<file path="src/rtl/pcm_mixer_n.sv">
// pcm_mixer_n: N-channel PCM mixer, per-channel gain/pan, one channel per clock, saturated stereo out
//   clk_sys_i/reset_i : clock, async active-high reset
//   tick_i            : output-sample strobe, starts a mix when idle
//   ch_*_i            : packed per-channel data, load strobes, gains, pans
//   stereo_i, mute_i  : panned vs mono mixing, force-zero output
//   audio_*_o         : registered signed stereo pair, valid pulse
//   busy_o, overrun_o : mix in progress, sticky "tick while busy"
module pcm_mixer_n #(
  parameter int G_CHANNELS   = 2,
  parameter int G_IN_WIDTH   = 8,
  parameter int G_GAIN_WIDTH = 4,
  parameter int G_OUT_WIDTH  = 16
) (
  input  logic                                 clk_sys_i,
  input  logic                                 reset_i,
  input  logic                                 tick_i,
  input  logic [G_CHANNELS*G_IN_WIDTH-1:0]     ch_data_i,
  input  logic [G_CHANNELS-1:0]                ch_valid_i,
  input  logic [G_CHANNELS*G_GAIN_WIDTH-1:0]   ch_gain_i,
  input  logic [G_CHANNELS-1:0]                ch_pan_i,
  input  logic                                 stereo_i,
  input  logic                                 mute_i,
  output logic signed [G_OUT_WIDTH-1:0]        audio_left_o,
  output logic signed [G_OUT_WIDTH-1:0]        audio_right_o,
  output logic                                 audio_valid_o,
  output logic                                 busy_o,
  output logic                                 overrun_o
);
  localparam int N  = G_CHANNELS;
  localparam int W  = G_IN_WIDTH;
  localparam int GW = G_GAIN_WIDTH;
  localparam int O  = G_OUT_WIDTH;
  localparam int AW = W + GW + $clog2(N) + 1;
  localparam int IW = N > 1 ? $clog2(N) : 1;
  localparam int YW = AW + O - W;
  localparam logic signed [YW-1:0] HI = {{(YW-O+1){1'b0}}, {(O-1){1'b1}}};
  localparam logic signed [YW-1:0] LO = {{(YW-O+1){1'b1}}, {(O-1){1'b0}}};
  typedef enum logic [1:0] {IDLE, ACC, OUT} state_t;
  state_t state, state_nx;
  logic [N*W-1:0] hold, hold_snap;
  logic [N*GW-1:0] gain_snap;
  logic [N-1:0] pan_snap;
  logic stereo_snap, mute_snap;
  logic [IW-1:0] idx;
  logic signed [AW-1:0] acc_l, acc_r, pe;
  logic [W-1:0] h;
  logic [GW-1:0] g;
  logic signed [W+GW:0] p;
  logic to_l, to_r;
  // Scale accumulator to output width, drop the unity-gain bits (floor), then clip
  function automatic logic signed [O-1:0] scale(input logic signed [AW-1:0] a);
    logic signed [YW-1:0] y;
    y = a;
    y = (y <<< (O - W)) >>> (GW - 1);
    return y > HI ? HI[O-1:0] : y < LO ? LO[O-1:0] : y[O-1:0];
  endfunction
  always_comb begin
    h = hold_snap[idx*W +: W];
    g = gain_snap[idx*GW +: GW];
    // Flipping the MSB of an offset-binary sample gives its two's-complement value
    p = $signed({~h[W-1], h[W-2:0]}) * $signed({1'b0, g});
    pe = AW'(p);
    to_l = !stereo_snap || !pan_snap[idx];
    to_r = !stereo_snap || pan_snap[idx];
    state_nx = state == IDLE ? (tick_i ? ACC : IDLE)
             : state == ACC  ? (idx == IW'(N - 1) ? OUT : ACC)
             : IDLE;
  end
  assign busy_o = state != IDLE;
  always_ff @(posedge clk_sys_i or posedge reset_i)
    if (reset_i) state <= IDLE;
    else state <= state_nx;
  always_ff @(posedge clk_sys_i or posedge reset_i)
    if (reset_i) begin
      hold <= {N{{1'b1, {(W-1){1'b0}}}}};
      hold_snap <= '0;
      gain_snap <= '0;
      pan_snap <= '0;
      stereo_snap <= 1'b0;
      mute_snap <= 1'b0;
      idx <= '0;
      acc_l <= '0;
      acc_r <= '0;
      audio_left_o <= '0;
      audio_right_o <= '0;
      audio_valid_o <= 1'b0;
      overrun_o <= 1'b0;
    end else begin
      for (int k = 0; k < N; k++)
        if (ch_valid_i[k]) hold[k*W +: W] <= ch_data_i[k*W +: W];
      overrun_o <= overrun_o || (tick_i && state != IDLE);
      audio_valid_o <= state == OUT;
      if (state == IDLE && tick_i) begin
        hold_snap <= hold;
        gain_snap <= ch_gain_i;
        pan_snap <= ch_pan_i;
        stereo_snap <= stereo_i;
        mute_snap <= mute_i;
        idx <= '0;
        acc_l <= '0;
        acc_r <= '0;
      end
      if (state == ACC) begin
        acc_l <= acc_l + (to_l ? pe : '0);
        acc_r <= acc_r + (to_r ? pe : '0);
        idx <= idx + 1'b1;
      end
      if (state == OUT) begin
        audio_left_o <= mute_snap ? '0 : scale(acc_l);
        audio_right_o <= mute_snap ? '0 : scale(acc_r);
      end
    end
endmodule

</file>
<file path="config.mk">
export PLATFORM = sky130hd
export DESIGN_NAME = pcm_mixer_n
export DESIGN_NICKNAME = d
export VERILOG_FILES = /design/src/rtl/pcm_mixer_n.sv
export SDC_FILE = /design/constraint.sdc
export NUM_CORES = 1
export LEC_CHECK = 0
export BUFFER_PORTS_ARGS = -buffer_cell sky130_fd_sc_hd__buf_2
export CAP_MARGIN = 5
export CELL_PAD_IN_SITES_DETAIL_PLACEMENT = 0
export CELL_PAD_IN_SITES_GLOBAL_PLACEMENT = 1
export CORE_MARGIN = 5
export CORE_UTILIZATION = 40
export DETAILED_ROUTE_END_ITERATION = 6
export PLACE_DENSITY = 0.68
export SLEW_MARGIN = 15
export SYNTH_ARGS = -nofsm -noshare
export SYNTH_HDL_FRONTEND = slang
export SYNTH_SLANG_ARGS = --single-unit
</file>
<file path="constraint.sdc">
create_clock -name clk_sys_i -period 12.7 [get_ports clk_sys_i]
set_input_delay 0.635 -clock clk_sys_i [delete_from_list [all_inputs] [get_ports clk_sys_i]]
set_output_delay 0.635 -clock clk_sys_i [all_outputs]
set_load 0.02 [all_outputs]
</file>
# Yosys cells after proc, flatten, opt, wreduce, memory -nomap -nowiden
# Cells that the tools add are included.
word_totals:
  regBits: 109
  latchBits: 0
  ramBits: 0
  rom_bits: 0
  wordCells: 58
  mem_count: 0
op_classes:
  n_addsub: 3
  mul: 1
  div: 0
  order_cmp: 5
  n_eq_ne: 2
  shifts: 2
  n_mux: 19
  bitwise: 1
  n_reduce_logical: 10
ops:
  columns: ["operator", "n"]
  rows:
  - ["16-bit two-way mux", 6]
  - ["14-bit two-way mux", 5]
  - ["19-bit by 16-bit greater-than comparator with 1-bit output (second input constant)", 2]
  - ["19-bit by 16-bit < comparator with 1-bit output (second input constant)", 2]
  - ["14-bit adder", 2]
  - ["16-bit by 5-bit indexed part select with 8-bit output", 1]
  - ["8-bit by 5-bit multiplier with 13-bit output", 1]
  - ["8-bit by 4-bit indexed part select with 4-bit output", 1]
  - ["2-bit two-way mux", 3]
  - ["1-bit two-way mux", 5]
  - ["2-bit nonzero test", 2]
  - ["1-bit logical OR", 3]
  - ["2-bit by 1-bit equality test with 1-bit output (second input constant)", 1]
  - ["2-bit equality test (second input constant)", 1]
  - ["1-bit logical AND", 2]
  - ["1-bit logical NOT", 2]
  - ["2-bit logical NOT", 1]
  - ["1-bit by 2-bit < comparator with 1-bit output (second input constant)", 1]
  - ["1-bit adder (second input constant)", 1]
  - ["1-bit NOT", 1]

# Depth between registers and ports, before layout
logic_depth:
  ltp_word: 7
  mapped_depth: 27

# Least setup slack after synthesis
# Ideal clock, no wire load.
synth_path:
  path_kind: "flip-flop to flip-flop"
  from: "register idx"
  to: "register acc_r[12]"
  setup_ns: 0.134
  arrival_ns: 5.331
  required_ns: 12.566
  slack_ns: 7.235
  stages_incl_launch_ff: 26
  path_buffers: 2
  synth_period_minus_slack_ns: 5.465
  path_cell_list: "dfrtp_1 > clkbuf_1 > and2_1 > clkbuf_1 > a22o_1 > ha_1 > inv_1 > fa_1 > fa_1 > inv_1 > ha_1 > nor2b_4 > o31a_1 > o21ai_0 > nand2b_1 > a21o_1 > a21oi_1 > xor2_1 > nor2_1 > ha_1 > or4_1 > a211oi_1 > nor3_1 > nor2_1 > xor2_1 > o21ai_0"
synth_between:
  elab_chain_len: 6
  word_cells_on_any_way: 10
  classes_between: "add/sub: 1; mul: 1; shift: 2; mux: 4; bitwise: 1; reduce/logical: 1"
synth_rtl:
  columns: ["element", "line", "source"]
  rows:
  - ["start, declared", "44", "logic [IW-1:0] idx;"]
  - ["start signal, assigned", "106", "idx <= idx + 1'b1;"]
  - ["16-bit by 5-bit indexed part select with 8-bit output or 1-bit two-way mux (tied branches)", "58, 64", null]
  - ["1-bit NOT or 1-bit two-way mux (tied branches)", "61, 64", null]
  - ["8-bit by 5-bit multiplier with 13-bit output or 1-bit logical OR (tied branches)", "61, 64", null]
  - ["14-bit two-way mux *", "105", "acc_r <= acc_r + (to_r ? pe : '0);"]
  - ["14-bit adder *", "105", null]
  - ["14-bit two-way mux *", "103", "if (state == ACC) begin"]
  - ["end signal, assigned", "105", null]
  - ["end, declared", "45", "logic signed [AW-1:0] acc_l, acc_r, pe;"]
# Mark *: on every way between the ends. The rest lies on a longest branch, timed or not. The select of a mux whose other input is x is not followed.
# A chain may end at the register's enable or synchronous reset.

# Worst setup path after layout
# Same ends and word-level chain as after synthesis.

==> key figures <==
Final layout
  • Share of layout cells above drive strength 1: 14.7%
  • Final Core Density: 45.5%
  • Area Overhead vs Synth: 12.8%
  • Filler cells: 1627
  • Most frequent cells in the layout: nand2_1, dfrtp_1, buf_2
  • Commonest non-fill, non-tap cell in the layout: nand2_1
  • Diode count: 0
  • # nets final: 880

Logic synthesis
  • Yosys top cell by area: dfrtp_1
  • Synthesized flop and latch total: 101
  • Number of synthesized flops with an enable pin: 0
  • Sequential share of the synthesized area: 38.2%
  • Ys async rst share: 100%
  • Syn Nets: 837
  • Dominant cells by area after synthesis: dfrtp_1, ha_1, nand2_1, fa_1, o21ai_0
  • Yosys warns: 0
  • Synth Flop Type: dfrtp_1
  • Synth cell types: 51
  • Cells after Synth: 735
  • Synthesized area per cell: 9.00 um2
  • Cell Area, Synth: 0.00662 mm2
  • Yosys top cell area share: 37.4%

Clock tree
  • Hold buffers post-CTS: 0
  • CTS tree: built
  • Total CTS buffers: 9
  • Clock Path Buffers: 2
  • Clock sinks: 101
  • Htree depth: 3
  • CTS resizes: 0
  • Worst-Skew Late Latency: 0.35 ns
  • Worst-path clk slew: 0.07 ns
  • # Post-CTS Setup Buffers: 0
  • Root buffer cell: clkbuf_16

STA
  • Setup skew after layout: 0.00551 ns
  • Slew Viols, Final: 0
  • Worst-margin pin slew: 0.976 ns
  • Final critical-path share of the clock period: 47.2%
  • RSZ-0062 raised after global routing: no
  • Setup_tns: 0 ns
  • Tmin final: 5.99 ns
  • Fmax: 167 MHz
  • Final Hold Vio Count: 0
  • Setup Viol. Count Final: 0
  • Slew HR: 34.8%

Worst setup path
  • Most common cell on crit path: ha_1
  • Max incr delay on CP: 0.88 ns
  • Worst setup SP type: flip-flop
  • Slowest cell on the critical path: dfrtp_1
  • CP endpoint kind: flip-flop
  • Worst Path Arrival: 6.21 ns
  • Largest fanout on the critical path: 31
  • Kind of critical path: flip-flop to flip-flop
  • Crit path required time: 12.92 ns
  • Critical-path cell list: nor2b_1 > a22o_1 > ha_1 > inv_1 > fa_1 > fa_1 > inv_1 > ha_1 > nor2b_4 > o31a_1 > o21ai_0 > nand2b_1 > a21o_1 > a21oi_1 > xor2_1 > nor2_1 > ha_1 > or4_1 > a211oi_1 > nor3_1 > nor2_1 > xor2_1 > o21ai_0

Route
  • Detailed Routing Iterations Pass 1: 4
  • Vias/cell: 5.11
  • ANT nets after route: 0
  • DR vias: 5125
  • DR WL/cell: 15.3 um
  • Final WL: 15400 um
  • Initial drt markers: 298
  • Drt drc: 0

Global routing
  • Grt ovf: 0
  • Number of global-route vias before repair: 5084
  • First-pass GRT wire length: 26000 um
  • Initial antenna violation count: 0
  • GRT Util Overall: 16.5%
  • Largest net degree at the start of global routing: 61

Die
  • Core Area: 0.0164 mm2
  • Starting Density: 40.3%
  • Row count: 47
  • Die Y: 139 um
  • Die span in x: 139 um
  • Num ports: 68
  • Die area: 0.0192 mm2

Placement
  • # port buffers: 67
  • DP Wirelength: 12100 um
  • Gpl congestion: 0.850

Outcome
  • Outcome: finished clean

Run
  • Number of max-cap violations: 0

Worst hold path
  • Worst Hold Class: input port to async pin
==> through the flow <==
stage / setup WS, ns / std cells / hold slack, ns / instance area (um2)
5_1_grt: 6.17 / 1003 / 0.388 / 7470
2_1_floorplan: 7.23 / 735 / 0.435 / 6620
3_3_place_gp: 6.80 / 987 / 0.433 / 7080
6_report: 6.71 / 1003 / 0.332 / 7470
3_5_place_dp: 6.73 / 987 / 0.451 / 7080
4_1_cts: 6.71 / 1003 / 0.351 / 7470
==> layer usage <==
| metal | routed length [um] | part of all wire (%) | track usage, % |
|---|---|---|---|
| met1 | 6940 | 45 | 20.9 |
| met2 | 7500 | 49 | 28.3 |
| met3 | 610 | 4.0 | 3.03 |
| met4 | 338 | 2.2 | 5.92 |
| met5 | 0 | 0 | 0 |
==> registers in the layout, indices dropped and copies added (netlist names), 2 cells and up <==
| register | count |
|---|---|
| acc_l | 14 |
| audio_right_o | 12 |
| audio_left_o | 12 |
| state | 2 |
| acc_r | 14 |
| hold | 16 |
| pan_snap | 2 |
| gain_snap | 8 |
| hold_snap | 16 |
==> cell families (layout without fill, tap and decap cells) <==
group,Yosys count,after routing,share of synthesized area [%]
and+or+nand+nor,265,265,17.4
DFF,101,101,38.2
buffers and inverters,88,136,5.58
adders and majority gates,69,69,15.2
xor gates and xnor gates,31,31,4.22
AOI/OAI and AO/OA,162,162,15.9
muxes,19,19,3.44
==> final cells by class <==
type,count,area [um2],area share (%)
Multi-Input combinational cell,546,3720,49.8
Sequential cell,101,2530,33.9
Timing Repair Buffer,72,373,4.99
Tap cell,220,275,3.69
Clock buffer,10,229,3.07
Inverter,48,183,2.45
Clock inverter,6,159,2.13
==> critical path: cells and delay by family, from the launching register on <==
family | cells | cell delay (ns)
adder cells (fa/ha/maj) | 5 | 1.85
AND/OR/NAND/NOR | 7 | 1.33
AO/OA/AOI/OAI | 7 | 1.33
flip-flops | 1 | 0.88
XOR/XNOR | 2 | 0.36
buffers and inverters | 2 | 0.09
==> final timing paths <==
path	from	to	slack [ns]	cells after the start
max	idx$_DFFE_PP0P_	acc_r[12]$_DFFE_PP0P_	6.71	23
min in group clk_sys_i	audio_right_o[14]$_DFFE_PP0P_	audio_right_o[14]$_DFFE_PP0P_	0.46	2
min reg2reg	audio_right_o[14]$_DFFE_PP0P_	audio_right_o[14]$_DFFE_PP0P_	0.46	2
min	reset_i	hold[9]$_DFFE_PP0P_	0.33	2
max in group asynchronous	reset_i	acc_l[2]$_DFFE_PP0P_	11.20	3
max reg2reg	idx$_DFFE_PP0P_	acc_r[12]$_DFFE_PP0P_	6.71	23
==> synthesized netlist by cell type, types with 6 or more instances <==
| master | instances |
|---|---|
| a22oi_1 | 7 |
| nand3_1 | 28 |
| nand2b_1 | 10 |
| o21ai_0 | 65 |
| nand2_1 | 149 |
| ha_1 | 50 |
| a21oi_1 | 24 |
| inv_1 | 48 |
| xor2_1 | 18 |
| fa_1 | 19 |
| a32o_1 | 6 |
| nor2b_1 | 13 |
| mux2_2 | 16 |
| xnor2_1 | 12 |
| and2_1 | 9 |
| a22o_1 | 16 |
| buf_4 | 8 |
| dfrtp_1 | 99 |
| nor3_1 | 7 |
| a21o_1 | 12 |
| nor2_1 | 41 |
| clkbuf_1 | 30 |
Power is left out: the tool's default activity adds up to more than one toggle a clock period on the data nets, which glitch-free logic cannot reach.
